[src/rtl/pipe_add_sub_pkg.sv]
// Shared types and helpers for the pipelined adder/subtractor.
// Optional feature macro: PIPE_ADD_SUB_FLAGS_EN (zero/neg/ovf flags).
package pipe_add_sub_pkg;

    // Operation select encoding on sub_i.
    localparam logic OP_ADD = 1'b0;
    localparam logic OP_SUB = 1'b1;

    // Result flags for the ALU / branch-compare path.
    typedef struct packed {
        logic carry;  // carry-out of MSB (subtract: 1 = no borrow)
        logic ovf;    // signed overflow
        logic zero;   // result == 0
        logic neg;    // result MSB
    } flags_t;

    // Width of one carry-chain slice; one slice per pipeline stage.
    function automatic int slice_width(input int width, input int stages);
        return width / stages;
    endfunction

endpackage

[src/rtl/pipe_add_sub_if.sv]
// Operand/result handshake bundle for pipe_add_sub.
// Optional feature macro: PIPE_ADD_SUB_FLAGS_EN (affects only flag values).
//
// Handshake: a beat moves on either side exactly in a cycle where valid
// and ready are both high at the rising clock edge. A producer keeps
// valid and data stable until the beat moves; ready may depend
// combinationally on the opposite side's ready, never on the same
// side's valid.
interface pipe_add_sub_if #(
    parameter int WIDTH = 32
);
    import pipe_add_sub_pkg::*;

    // Operand side
    logic             in_valid_i;
    logic             in_ready_o;
    logic [WIDTH-1:0] a_i;
    logic [WIDTH-1:0] b_i;
    logic             sub_i;

    // Result side
    logic             out_valid_o;
    logic             out_ready_i;
    logic [WIDTH-1:0] sum_o;
    logic             carry_o;
    logic             ovf_o;
    logic             zero_o;
    logic             neg_o;

    // Driver of operands / consumer of results.
    modport master (
        output in_valid_i, a_i, b_i, sub_i, out_ready_i,
        input  in_ready_o, out_valid_o, sum_o, carry_o, ovf_o, zero_o, neg_o
    );

    // The adder itself.
    modport slave (
        input  in_valid_i, a_i, b_i, sub_i, out_ready_i,
        output in_ready_o, out_valid_o, sum_o, carry_o, ovf_o, zero_o, neg_o
    );

endinterface

[src/rtl/pipe_add_sub_add_slice.sv]
// Combinational SW-bit ripple adder built from per-bit full-adder cells.
// Also exposes the carry into the MSB so the caller can form signed overflow.
// Optional feature macro: PIPE_ADD_SUB_FLAGS_EN (not used here).
module add_slice
    import pipe_add_sub_pkg::*;
#(
    parameter int SW = 8
) (
    input  logic [SW-1:0] a,
    input  logic [SW-1:0] b,
    input  logic          cin,
    output logic [SW-1:0] sum,
    output logic          cout,
    output logic          cmsb
);

    // c[i] is the carry into bit i; c[SW] is the slice carry-out.
    logic [SW:0] c;

    assign c[0] = cin;

    for (genvar i = 0; i < SW; i++) begin : g_fa
        // One full-adder cell: sum and majority carry.
        assign sum[i]   = a[i] ^ b[i] ^ c[i];
        assign c[i + 1] = (a[i] & b[i]) | (c[i] & (a[i] ^ b[i]));
    end

    assign cout = c[SW];
    assign cmsb = c[SW-1];

endmodule

[src/rtl/pipe_add_sub.sv]
// Pipelined two's-complement adder/subtractor. The WIDTH-bit carry chain is
// cut into STAGES slices; slice k is added in stage k and its carry-out is
// registered for slice k+1. A single global advance signal moves every
// stage together, so bubbles are kept, ordering is trivially preserved and
// one op per cycle flows when the consumer keeps up.
// Optional feature macro: PIPE_ADD_SUB_FLAGS_EN builds zero/neg/ovf flags;
// without it those outputs are tied low and only sum_o/carry_o are live.
module pipe_add_sub
    import pipe_add_sub_pkg::*;
#(
    parameter int WIDTH  = 32,
    parameter int STAGES = 4
) (
    input  logic          clk_i,
    input  logic          rst_ni,
    pipe_add_sub_if.slave bus
);

    localparam int SW   = slice_width(WIDTH, STAGES);
    localparam int LAST = STAGES - 1;

    if ((STAGES < 1) || (STAGES > WIDTH)) begin : g_bad_stages
        $error("pipe_add_sub: STAGES must be in 1..WIDTH");
    end
    if ((WIDTH % STAGES) != 0) begin : g_bad_width
        $error("pipe_add_sub: WIDTH must be a multiple of STAGES");
    end

    // Global advance: the whole pipe moves unless the output is stuck.
    logic adv;

    // Stage registers. a_q/b_q carry the operand slices not yet consumed,
    // s_q the sum bits already completed, c_q the carry out of the slice.
    logic             v_q [STAGES];
    logic [WIDTH-1:0] a_q [STAGES];
    logic [WIDTH-1:0] b_q [STAGES];
    logic [WIDTH-1:0] s_q [STAGES];
    logic             c_q [STAGES];

    // Per-stage sources (previous register, or the input port for stage 0)
    // and the combinational results that stage k loads.
    logic             v_src  [STAGES];
    logic [WIDTH-1:0] a_src  [STAGES];
    logic [WIDTH-1:0] b_src  [STAGES];
    logic [WIDTH-1:0] s_src  [STAGES];
    logic             c_src  [STAGES];
    logic [SW-1:0]    slc_sum[STAGES];
    logic [WIDTH-1:0] s_nxt  [STAGES];
    logic             c_nxt  [STAGES];
    logic             cm_nxt [STAGES];

    flags_t flags;

    assign adv            = !v_q[LAST] || bus.out_ready_i;
    assign bus.in_ready_o = adv;

    for (genvar k = 0; k < STAGES; k++) begin : g_stage
        if (k == 0) begin : g_src_in
            // Subtract is A + ~B + 1: invert B and inject the +1 as cin.
            assign v_src[k] = bus.in_valid_i;
            assign a_src[k] = bus.a_i;
            assign b_src[k] = (bus.sub_i == OP_SUB) ? ~bus.b_i : bus.b_i;
            assign c_src[k] = bus.sub_i;
            assign s_src[k] = '0;
        end else begin : g_src_reg
            assign v_src[k] = v_q[k-1];
            assign a_src[k] = a_q[k-1];
            assign b_src[k] = b_q[k-1];
            assign c_src[k] = c_q[k-1];
            assign s_src[k] = s_q[k-1];
        end

        add_slice #(
            .SW(SW)
        ) u_slice (
            .a    (a_src[k][k*SW +: SW]),
            .b    (b_src[k][k*SW +: SW]),
            .cin  (c_src[k]),
            .sum  (slc_sum[k]),
            .cout (c_nxt[k]),
            .cmsb (cm_nxt[k])
        );

        logic [WIDTH-1:0] s_merge;

        // Splice this slice's sum into the partial result from earlier stages.
        always_comb begin
            s_merge              = s_src[k];
            s_merge[k*SW +: SW]  = slc_sum[k];
        end

        assign s_nxt[k] = s_merge;
    end

    // Pipeline registers: flush on reset, shift together on advance. Data
    // only loads behind a valid beat so idle inputs never disturb the pipe.
    always_ff @(posedge clk_i) begin
        if (!rst_ni) begin
            for (int k = 0; k < STAGES; k++) begin
                v_q[k] <= 1'b0;
                a_q[k] <= '0;
                b_q[k] <= '0;
                s_q[k] <= '0;
                c_q[k] <= 1'b0;
            end
        end else if (adv) begin
            for (int k = 0; k < STAGES; k++) begin
                v_q[k] <= v_src[k];
                if (v_src[k]) begin
                    a_q[k] <= a_src[k];
                    b_q[k] <= b_src[k];
                    s_q[k] <= s_nxt[k];
                    c_q[k] <= c_nxt[k];
                end
            end
        end
    end

`ifdef PIPE_ADD_SUB_FLAGS_EN
    flags_t flags_q;

    // Flags are formed from the final slice and registered alongside sum_o.
    always_ff @(posedge clk_i) begin
        if (!rst_ni) begin
            flags_q <= '0;
        end else if (adv && v_src[LAST]) begin
            flags_q.carry <= c_nxt[LAST];
            flags_q.ovf   <= c_nxt[LAST] ^ cm_nxt[LAST];
            flags_q.zero  <= (s_nxt[LAST] == '0);
            flags_q.neg   <= s_nxt[LAST][WIDTH-1];
        end
    end

    assign flags = flags_q;
`else
    // Only the carry flag exists; the rest are constant zero.
    always_comb begin
        flags       = '0;
        flags.carry = c_q[LAST];
    end
`endif

    assign bus.out_valid_o = v_q[LAST];
    assign bus.sum_o       = s_q[LAST];
    assign bus.carry_o     = flags.carry;
    assign bus.ovf_o       = flags.ovf;
    assign bus.zero_o      = flags.zero;
    assign bus.neg_o       = flags.neg;

    // Operand slices already consumed and intermediate MSB carries are never
    // read; fold them here so they do not show up as dangling logic.
    logic unused_ok;

    // Reduction of otherwise unread pipeline bits.
    always_comb begin
        unused_ok = 1'b0;
        for (int k = 0; k < STAGES; k++) begin
            unused_ok = unused_ok ^ (^{a_q[k], b_q[k], cm_nxt[k], c_q[k]});
        end
    end

endmodule

[src/flat_wrapper.sv]
// flat-port wrapper written by rule: the top's interface ports become plain ports
module pipe_add_sub_flat import pipe_add_sub_pkg::*;
#(
    parameter int WIDTH  = 32,
    parameter int STAGES = 4
)
  (clk_i, rst_ni, bus_in_valid_i, bus_a_i, bus_b_i, bus_sub_i, bus_out_ready_i, bus_in_ready_o, bus_out_valid_o, bus_sum_o, bus_carry_o, bus_ovf_o, bus_zero_o, bus_neg_o);
  pipe_add_sub_if #(.WIDTH(WIDTH)) bus_i ();
  input  logic clk_i;
  input  logic rst_ni;
  input wire logic [$bits(bus_i.in_valid_i)-1:0] bus_in_valid_i;
  input wire logic [$bits(bus_i.a_i)-1:0] bus_a_i;
  input wire logic [$bits(bus_i.b_i)-1:0] bus_b_i;
  input wire logic [$bits(bus_i.sub_i)-1:0] bus_sub_i;
  input wire logic [$bits(bus_i.out_ready_i)-1:0] bus_out_ready_i;
  output wire logic [$bits(bus_i.in_ready_o)-1:0] bus_in_ready_o;
  output wire logic [$bits(bus_i.out_valid_o)-1:0] bus_out_valid_o;
  output wire logic [$bits(bus_i.sum_o)-1:0] bus_sum_o;
  output wire logic [$bits(bus_i.carry_o)-1:0] bus_carry_o;
  output wire logic [$bits(bus_i.ovf_o)-1:0] bus_ovf_o;
  output wire logic [$bits(bus_i.zero_o)-1:0] bus_zero_o;
  output wire logic [$bits(bus_i.neg_o)-1:0] bus_neg_o;
  assign bus_i.in_valid_i = bus_in_valid_i;
  assign bus_i.a_i = bus_a_i;
  assign bus_i.b_i = bus_b_i;
  assign bus_i.sub_i = bus_sub_i;
  assign bus_i.out_ready_i = bus_out_ready_i;
  assign bus_in_ready_o = bus_i.in_ready_o;
  assign bus_out_valid_o = bus_i.out_valid_o;
  assign bus_sum_o = bus_i.sum_o;
  assign bus_carry_o = bus_i.carry_o;
  assign bus_ovf_o = bus_i.ovf_o;
  assign bus_zero_o = bus_i.zero_o;
  assign bus_neg_o = bus_i.neg_o;
  pipe_add_sub #(.WIDTH(WIDTH), .STAGES(STAGES)) u_core (.clk_i(clk_i), .rst_ni(rst_ni), .bus(bus_i));
endmodule
[config.mk]
export PLATFORM = sky130hd
export DESIGN_NAME = pipe_add_sub_flat
export DESIGN_NICKNAME = d
export VERILOG_FILES = /design/src/rtl/pipe_add_sub_pkg.sv /design/src/rtl/pipe_add_sub_if.sv /design/src/rtl/pipe_add_sub_add_slice.sv /design/src/rtl/pipe_add_sub.sv /design/src/flat_wrapper.sv
export SDC_FILE = /design/constraint.sdc
export NUM_CORES = 1
export LEC_CHECK = 0
export ABC_CLOCK_PERIOD_IN_PS = 5800
export BUFFER_PORTS_ARGS = -buffer_cell sky130_fd_sc_hd__buf_2
export CAP_MARGIN = 20
export CELL_PAD_IN_SITES_DETAIL_PLACEMENT = 0
export CELL_PAD_IN_SITES_GLOBAL_PLACEMENT = 1
export CORE_ASPECT_RATIO = 1.1
export CORE_MARGIN = 2
export CORE_UTILIZATION = 49
export DETAILED_ROUTE_END_ITERATION = 10
export GPL_TIMING_DRIVEN = 0
export PLACE_DENSITY = 0.85
export SYNTH_ARGS = -nofsm -noshare
export SYNTH_HDL_FRONTEND = slang
export SYNTH_SLANG_ARGS = --single-unit
[constraint.sdc]
create_clock -name clk_i -period 5.8 [get_ports clk_i]
set_input_delay 1.45 -clock clk_i [delete_from_list [all_inputs] [get_ports clk_i]]
set_output_delay 1.45 -clock clk_i [all_outputs]
set_load 0.03 [all_outputs]
# After elaboration in Yosys (flattened, before gate mapping)
# Memory sizes are Yosys's and may differ from the RTL's.
# Index checks and enable logic that the tools add are counted.
[word_totals]
mem_bits_rw = 392
n_memories = 5
out_inout_bits = 38
inputBits = 69
reg_bits = 0
elab_cells = 229
[classes]
mux = 41
bitwise_logic = 181
reduce_logical = 2
[mem_list]
columns = ["name", "depth", "width", "rd", "rd_ports_with_merged_regs", "wr", "line_no", "text"]
rows = [
  ["u_core.a_q", 4, 32, 3, 0, 4, "pipe_add_sub.sv:35", "logic [WIDTH-1:0] a_q [STAGES];"],
  ["u_core.b_q", 4, 32, 3, 0, 4, "pipe_add_sub.sv:36", "logic [WIDTH-1:0] b_q [STAGES];"],
  ["u_core.s_q", 4, 32, 4, 0, 4, "pipe_add_sub.sv:37", "logic [WIDTH-1:0] s_q [STAGES];"],
  ["u_core.c_q", 4, 1, 4, 0, 4, "pipe_add_sub.sv:38", "logic c_q [STAGES];"],
  ["u_core.v_q", 4, 1, 4, 0, 4, "pipe_add_sub.sv:34", "logic v_q [STAGES];"],
]
[ops]
columns = ["cell", "count"]
rows = [
  ["32-bit 2-to-1 mux", 13],
  ["1-bit AND", 64],
  ["1-bit bitwise XOR", 64],
  ["1-bit bitwise OR", 52],
  ["32-bit NOT", 1],
  ["1-bit 2-to-1 mux", 28],
  ["1-bit logical NOT", 1],
  ["1-bit logical OR", 1],
]

# Logic depth before layout (Yosys ltp)
# Gate-level depths: netlist of the first run.
[depth]
depth_word = 20
depth_mapped = 13
depth_no_buf = 12

# Hierarchy
# Synthesis of the first run repeated with hierarchy kept, for this count alone.
[unflattened]
hier_cells = 524
hier_area_um2 = 8067.7
[by_module_without_submodules]
columns = ["module", "seq_area_each_um2", "n_inst", "area_each_um2", "cells_each"]
rows = [
  ["pipe_add_sub", 5465.2, 1, 7277.0, 452],
  ["add_slice", 0.0, 4, 197.7, 18],
]

# Least setup slack after synthesis of the first run
# No wires, ideal clock.
[synth_timing]
path_type = "input to register"
from = "in bus_sub_i"
to = "mem u_core.s_q[0][7] (data pin)"
cell_stages = 13
arrival_ns = 4.711
required_time_ns = 5.541
path_slack_ns = 0.830
n_path_buf = 2
setup_time_ns = 0.259
cell_sequence = "buf_4 buf_2 xor2_1 fa_1 inv_1 fa_1 fa_1 fa_1 fa_1 fa_1 inv_1 fa_1 nor3b_1"
[synth_lines]
columns = ["element", "line_no", "text"]
rows = [
  ["start, declared", "flat_wrapper.sv:14", "input wire logic [$bits(bus_i.sub_i)-1:0] bus_sub_i;"],
  ["end, declared", "pipe_add_sub.sv:37", ""],
]

==> impl_metrics.csv, run 1 <==
group,metric,value,unit
routing,wl,14800,microns
synthesis,synthTopCellsByArea,"edfxtp_1 64%, nor3b_2 8.7%, nor3b_1 7.2%",
critical_path,rrSetupSlack,1.43,ns
critical_path,crit_fanout,10,
finish,nFillCells,1381,
sta,hold_viol,0,
global_route,antenna_found_initial,0,
finish,syn2layout_area_growth,17.3,%
pwr,peakVddDrop,0.202,mV
floorplanning,die_h,143,microns
clock_tree,cts_root_buf,"clkbuf_16",
pwr,p_per_area,296,nW/um^2
placed_design,gp_congestion,0.803,
status,status,"finished, final reports clean",
global_route,gr-total-overflow,0,
critical_path,path_delay_family,"adder cells",
sta,fin_crit,4.79,ns
pwr,p_total,0.00301,W
synthesis,yosysSeqAreaShare,63.8,%
pwr,pwr-share-comb,10.1,%
critical_path,timing.rr.end,"u_core.s_q[0][127]",
floorplanning,die_area,18800,sq um
routing,antenna_left,0,
sta,skew,0.00825,ns
critical_path,cp.required,5.98,ns
finish,drive_gt1_share,42.2,%
sta,period_share,82.6,%
floorplanning,fp-row-count,51,
global_route,grt_pass1_vias,4629,
clock_tree,cts_hold_buffers,0,
pwr,clockPowerShare,37.1,%
sta,slew_violations,0,
synthesis,synth_most_common_cell,"edfxtp_1",
clock_tree,cts.sinks,184,
synthesis,synth_area,8660,sq um
floorplanning,initial_core_util,49.5,%
clock_tree,htree_levels,4,
critical_path,worstPathArrival,4.97,ns
sta,max_freq,209,MHz
synthesis,synth_area_leader_cell,"edfxtp_1",
synthesis,ys_async_sr_fraction,0,%
job,max_cap_violations,0,
finish,diodes,0,
pwr,leakagePower,3.73,nW
critical_path,max_stage_delay,0.42,ns
routing,avgViaCountPerCell,4.93,
critical_path,path_buf_inv,4,
clock_tree,path_clk_slew,0.07,ns
routing,wire_per_inst,16.5,microns
routing,dr.pass1.iters,4,
clock_tree,cts_resized,0,
critical_path,cp_slowest_cell,"fa_1",
clock_tree,cts_setup_buffers,0,
sta,relSlewSlack,36.1,%
clock_tree,clock_path_buffers,2,
routing,drc,0,
clock_tree,clk_latency,0.43,ns
sta,rsz0062_at_grt,"no",
routing,num_vias,4421,
global_route,grt_pass1_wl,23700,microns
pwr,pwr-share-seq,52.8,%
critical_path,crit_path_frequent_cell,"fa_1",
critical_path,crit_path_cell_trace,"buf_4 -> buf_2 -> xor2_1 -> fa_1 -> inv_1 -> fa_1 -> fa_1 -> fa_1 -> fa_1 -> fa_1 -> inv_1 -> fa_1 -> nor3b_1",
floorplanning,ios,107,
min_path,hold_class,"reg2reg",
synthesis,ys_ff_latch,184,
floorplanning,core_area,17500,sq um
sta,setup_viol,0,
clock_tree,cts_made_buffers,17,
synthesis,yosys-top-cells-count,"184 x edfxtp_1, 83 x nor3b_1, 60 x nor3b_2",
critical_path,worstReg2RegStart,"u_core.c_q[0][2]",
synthesis,post-synth-top-area-fraction,63.8,%
global_route,grt_max_degree,35,
synthesis,yosysWarnings,0,
placed_design,place_ws,0.542,ns
critical_path,ff2ff_path_depth,11,
pwr,switching_share,24.6,%
finish,nNetsFinal,745,
placed_design,port_buffers,101,
sta,tightest_slew,0.955,ns
critical_path,criticalPathCategory,"in2reg",
synthesis,syn_area_per_cell,16.7,sq um
clock_tree,cts_tree,"built",
global_route,gr-usage-all-layers,16.9,%
synthesis,netlist_instances,520,
min_path,min-delay-start,"u_core.b_q[0][19]",
placed_design,dpl.hpwl,10800,microns
critical_path,crit_path_end_kind,"flip-flop",
pwr,p_int,0.00227,W
sta,fin_tns_setup,0,ns
synthesis,synth_edf_count,184,
min_path,hold_depth,1,
pwr,power_switching,0.000740,W
critical_path,start_kind,"primary input",
synthesis,synth_ff_type,"edfxtp_1",
min_path,hold_end,"u_core.b_q[0][51]",
sta,layout_setup_ws,1.01,ns
floorplanning,die_x,131,microns
synthesis,yosysUniqueCellTypes,21,
routing,drt_iter0_drc,207,
cell usage in the layout (no fill, tap or decap):
master,instances
xor2_1,2
nor2_1,4
nor3_1,7
nand2_4,1
buf_4,6
conb_1,3
nand2_1,3
buf_12,2
inv_6,5
o21ai_4,4
fa_1,31
clkbuf_16,17
inv_1,30
nor3b_2,60
nor3_2,30
clkbuf_1,2
mux2_2,1
nor3b_1,83
edfxtp_1,184
buf_6,13
clkinv_2,1
buf_16,1
nand2_2,1
clkinv_8,1
clkinvlp_4,1
inv_8,6
nor2b_1,1
buf_2,127
clkinv_4,1
xnor2_1,30
power by group through the flow:
stage / registers (W) / logic [W] / clock network, W
after floorplan: 0.00164 / 0.000181 / 0
after global placement: 0.00162 / 0.000287 / 0
after detailed placement: 0.00162 / 0.000307 / 0
after CTS: 0.00159 / 0.000309 / 0.00112
after global routing: 0.00159 / 0.000335 / 0.00117
final: 0.00159 / 0.000305 / 0.00112
layout make-up:
class                      instances  area [sq um]  area share (%)
buffer                            47           329            3.24
clock buffer                      17           425            4.19
clock inverter                    15           149            1.47
inverter                          30           113            1.11
multi-input combinational        261          2750            27.0
sequential                       184          5530            54.4
tap                              238           298            2.93
timing repair buffer             104           573            5.64
registers in the layout, summed over array words and instances, names as in the netlist:
register	flops
u_core.s_q	80
u_core.c_q	4
u_core.b_q	48
u_core.a_q	48
u_core.v_q	4
worst max-delay path by stage:
stage,end,slack (ns),depth (start not counted),start
final,u_core.s_q[0][7],1.01,13,bus_sub_i
after global routing,u_core.s_q[0][7],0.81,13,bus_sub_i
after CTS,u_core.s_q[0][7],1.0,13,bus_sub_i
after detailed placement,u_core.s_q[0][7],0.54,13,bus_sub_i
after global placement,u_core.a_q[0][24],-0.02,6,bus_out_ready_i
after floorplan,u_core.s_q[0][7],0.83,13,bus_sub_i
kinds of logic (layout without fill, tap and decap cells):
group	Yosys count	count (layout)	share of synthesized area [%]
other	1	3	0.0433
buffers and inverters	77	213	5.10
AOI/OAI and AO/OA	4	4	0.231
DFF	184	184	63.8
muxes	1	1	0.130
adders and majority gates	31	31	7.16
and+or+nand+nor	190	190	20.3
xor gates and xnor gates	32	32	3.24
metrics by stage:
| step | instances | cell area [sq um] | utilization, % | hold WS, ns |
|---|---|---|---|---|
| 2_1_floorplan | 522 | 8670 | - | 0.537 |
| 3_3_place_gp | 861 | 9470 | 54.2 | 0.557 |
| 3_5_place_dp | 864 | 9590 | 54.8 | 0.552 |
| 4_1_cts | 896 | 10200 | 58.1 | 0.579 |
| 5_1_grt | 896 | 10200 | 58.1 | 0.601 |
| 6_report | 896 | 10200 | 58.1 | 0.570 |
layer usage:
metal  vias to the layer above  global-route usage (%)  part of all wire [%]
li1                       2128                       -                     -
met1                      2154                    21.1                    42
met2                       119                    28.7                    52
met3                        20                    4.21                   4.6
met4                         0                    5.71                   1.5
met5                         -                       0                     0
Note: power is estimated with default switching activity, not from simulation.
==> inputs of run 2 (changes only) <==
--- a/config.mk
+++ b/config.mk
@@ -5,14 +5,15 @@
 export SDC_FILE = /design/constraint.sdc
 export NUM_CORES = 1
 export LEC_CHECK = 0
-export ABC_CLOCK_PERIOD_IN_PS = 5800
+export ABC_AREA = 1
+export ABC_CLOCK_PERIOD_IN_PS = 4700
 export BUFFER_PORTS_ARGS = -buffer_cell sky130_fd_sc_hd__buf_2
 export CAP_MARGIN = 20
 export CELL_PAD_IN_SITES_DETAIL_PLACEMENT = 0
 export CELL_PAD_IN_SITES_GLOBAL_PLACEMENT = 1
 export CORE_ASPECT_RATIO = 1.1
 export CORE_MARGIN = 2
-export CORE_UTILIZATION = 49
+export CORE_UTILIZATION = 46
 export DETAILED_ROUTE_END_ITERATION = 10
 export GPL_TIMING_DRIVEN = 0
 export PLACE_DENSITY = 0.85
==> constraint.sdc (replaced) <==
create_clock -name clk_i -period 4.7 [get_ports clk_i]
set_input_delay 1.175 -clock clk_i [delete_from_list [all_inputs] [get_ports clk_i]]
set_output_delay 1.175 -clock clk_i [all_outputs]
set_load 0.03 [all_outputs]
==> impl_metrics.csv, run 2 <==
group,metric,value,unit
status,status,"finished, final reports clean",
synthesis,synth_area,8170,sq um
clock_tree,clk_latency,0.42,ns
global_route,gr-total-overflow,0,
pwr,pwr-share-comb,9.7,%
floorplanning,ios,107,
routing,dr.pass1.iters,4,
clock_tree,cts_made_buffers,17,
pwr,p_total,0.00370,W
global_route,antenna_found_initial,0,
critical_path,rrSetupSlack,0.38,ns
min_path,hold_class,"reg2reg",
critical_path,crit_path_cell_trace,"buf_2 -> inv_2 -> buf_2 -> o21ai_0 -> fa_1 -> inv_1 -> fa_1 -> fa_1 -> fa_1 -> fa_1 -> fa_1 -> inv_1 -> fa_1 -> inv_1 -> nor2_1",
placed_design,placed_area,9150,sq um
synthesis,netlist_instances,718,
pwr,leakagePower,4.51,nW
global_route,gr-usage-all-layers,14.9,%
finish,final_cell_mix,"201 x inv_1, 184 x edfxtp_1, 180 x nor2_1",
finish,drive_gt1_share,20.4,%
routing,wire_per_inst,11.7,microns
critical_path,cp_slowest_cell,"fa_1",
sta,max_freq,225,MHz
sta,tightest_slew,0.856,ns
critical_path,criticalPathCategory,"in2reg",
pwr,power_switching,0.000898,W
sta,fin_crit,4.44,ns
clock_tree,clock_path_buffers,2,
pwr,p_int,0.00281,W
routing,wl,12900,microns
clock_tree,cts_hold_buffers,0,
routing,antenna_left,0,
finish,syn2layout_area_growth,19.2,%
critical_path,crit_fanout,10,
synthesis,post-synth-top-area-fraction,67.6,%
critical_path,cp.depth,15,
clock_tree,cts_setup_buffers,0,
clock_tree,htree_levels,4,
finish,final_common_cell,"inv_1",
sta,slew_violations,0,
routing,num_vias,4469,
floorplanning,core_area,17500,sq um
clock_tree,cts_resized,0,
finish,fin_area,9730,sq um
sta,rsz0062_at_grt,"no",
critical_path,cp.required,4.88,ns
critical_path,path_delay_family,"adder cells",
job,max_cap_violations,0,
finish,largest_reg_flops,80,
sta,period_share,94.5,%
floorplanning,die_area,18800,sq um
finish,reg_top3,"u_core.s_q (80), u_core.a_q (48), u_core.b_q (48)",
sta,relSlewSlack,42.9,%
floorplanning,die_h,144,microns
global_route,grt_pass1_vias,4554,
synthesis,synthTopCellsByArea,"edfxtp_1 68%, inv_1 9.2%, nor2_1 8.3%",
clock_tree,cts.sinks,184,
pwr,peakVddDrop,0.267,mV
placed_design,gp_congestion,0.773,
synthesis,yosysWarnings,0,
synthesis,ys_ff_latch,184,
critical_path,crit_path_frequent_cell,"fa_1",
critical_path,ff2ff_path_depth,12,
critical_path,worstPathArrival,4.62,ns
synthesis,synth_ff_type,"edfxtp_1",
routing,avgViaCountPerCell,4.07,
synthesis,yosysSeqAreaShare,67.6,%
sta,hold_viol,0,
finish,diodes,0,
finish,nNetsFinal,946,
clock_tree,cts_root_buf,"clkbuf_16",
floorplanning,initial_core_util,46.5,%
critical_path,crit_path_end_kind,"flip-flop",
placed_design,dpl.hpwl,9360,microns
pwr,clockPowerShare,37.5,%
synthesis,synth_edf_count,184,
synthesis,yosysUniqueCellTypes,16,
critical_path,max_stage_delay,0.42,ns
finish,top_register,"u_core.s_q",
synthesis,synth_area_leader_cell,"edfxtp_1",
placed_design,port_buffers,102,
synthesis,ys_async_sr_fraction,0,%
pwr,pwr-share-seq,52.8,%
synthesis,synth_most_common_cell,"inv_1",
floorplanning,fp-row-count,51,
global_route,grt_pass1_wl,21400,microns
clock_tree,path_clk_slew,0.07,ns
finish,final_util,55.5,%
synthesis,yosys-top-cells-count,"201 x inv_1, 184 x edfxtp_1, 180 x nor2_1",
min_path,hold_depth,2,
synthesis,syn_area_per_cell,11.4,sq um
sta,setup_viol,0,
pwr,p_per_area,380,nW/um^2
global_route,grt_max_degree,28,
critical_path,path_buf_inv,6,
routing,drt_iter0_drc,233,
floorplanning,die_x,131,microns
pwr,switching_share,24.2,%
critical_path,start_kind,"primary input",
clock_tree,cts_tree,"built",
sta,skew,0.0112,ns
routing,drc,0,
run 2: cell count changes after synthesis, moves of 7 or more:
cell / previous run / this run
nor2_1: 4 / 180
inv_1: 30 / 201
nor3b_1: 83 / 0
nand2_1: 3 / 74
nor3b_2: 60 / 0
nor3_2: 30 / 0
xnor2_1: 30 / 6
buf_6: 13 / 3
buf_2: 26 / 19
nor3_1: 7 / 0
run 2: kinds of logic after synthesis:
group,share of synthesized area (%)
buffers and inverters,11.4
flip-flops,67.6
AND/OR/NAND/NOR,12.2
XOR/XNOR,0.858
adder cells (fa/ha/maj),7.60
other,0.0459
AO/OA/AOI/OAI,0.306
run 2: worst paths after layout:
check | end | start
max | u_core.s_q[0][7] | bus_sub_i
min | u_core.s_q[0][112] | u_core.s_q[0][80]
max reg2reg | u_core.s_q[0][127] | u_core.c_q[0][2]
min reg2reg | u_core.s_q[0][112] | u_core.s_q[0][80]
run 2: final cells by class:
cell class	count	area [sq um]
buffer	27	166
sequential	184	5530
clock buffer	17	425
tap	238	298
fill	1513	7810
timing repair buffer	107	636
clock inverter	15	163
multi-input combinational	306	1760
inverter	203	762
run 2: power groups by stage:
stage                     combinational [W]  sequential (W)  clock, W
after detailed placement           0.000362         0.00199         0
after global routing               0.000409         0.00197   0.00148
after global placement             0.000333         0.00200         0
after CTS                          0.000365         0.00196   0.00141
final                              0.000358         0.00196   0.00139
after floorplan                    0.000195         0.00203         0
run 2: per-stage QoR:
step	setup TNS [ns]	setup WS, ns	std cells	hold slack (ns)
floorplan	0	0.225	720	0.519
global placement	-63.57	-0.841	1060	0.526
detailed placement	-0.156	-0.156	1065	0.528
CTS	0	0.276	1097	0.546
global route	0	0.141	1097	0.559
finish	0	0.260	1097	0.541
run 2: layer usage:
metal / up-vias / track usage, % / wire (microns)
met3: 18 / 3.83 / 575
li1: 2392 / - / -
met1: 1953 / 19.2 / 5770
met4: 0 / 5.26 / 250
met5: - / 0 / 0
met2: 106 / 24.7 / 6260
run 2: worst reg2reg max path: cells and delay by family, from the launching register on:
| family | cells | cell delay (ns) |
|---|---|---|
| flip-flops | 1 | 0.40 |
| buffers and inverters | 3 | 0.23 |
| AND/OR/NAND/NOR | 1 | 0.04 |
| adder cells (fa/ha/maj) | 8 | 3.43 |
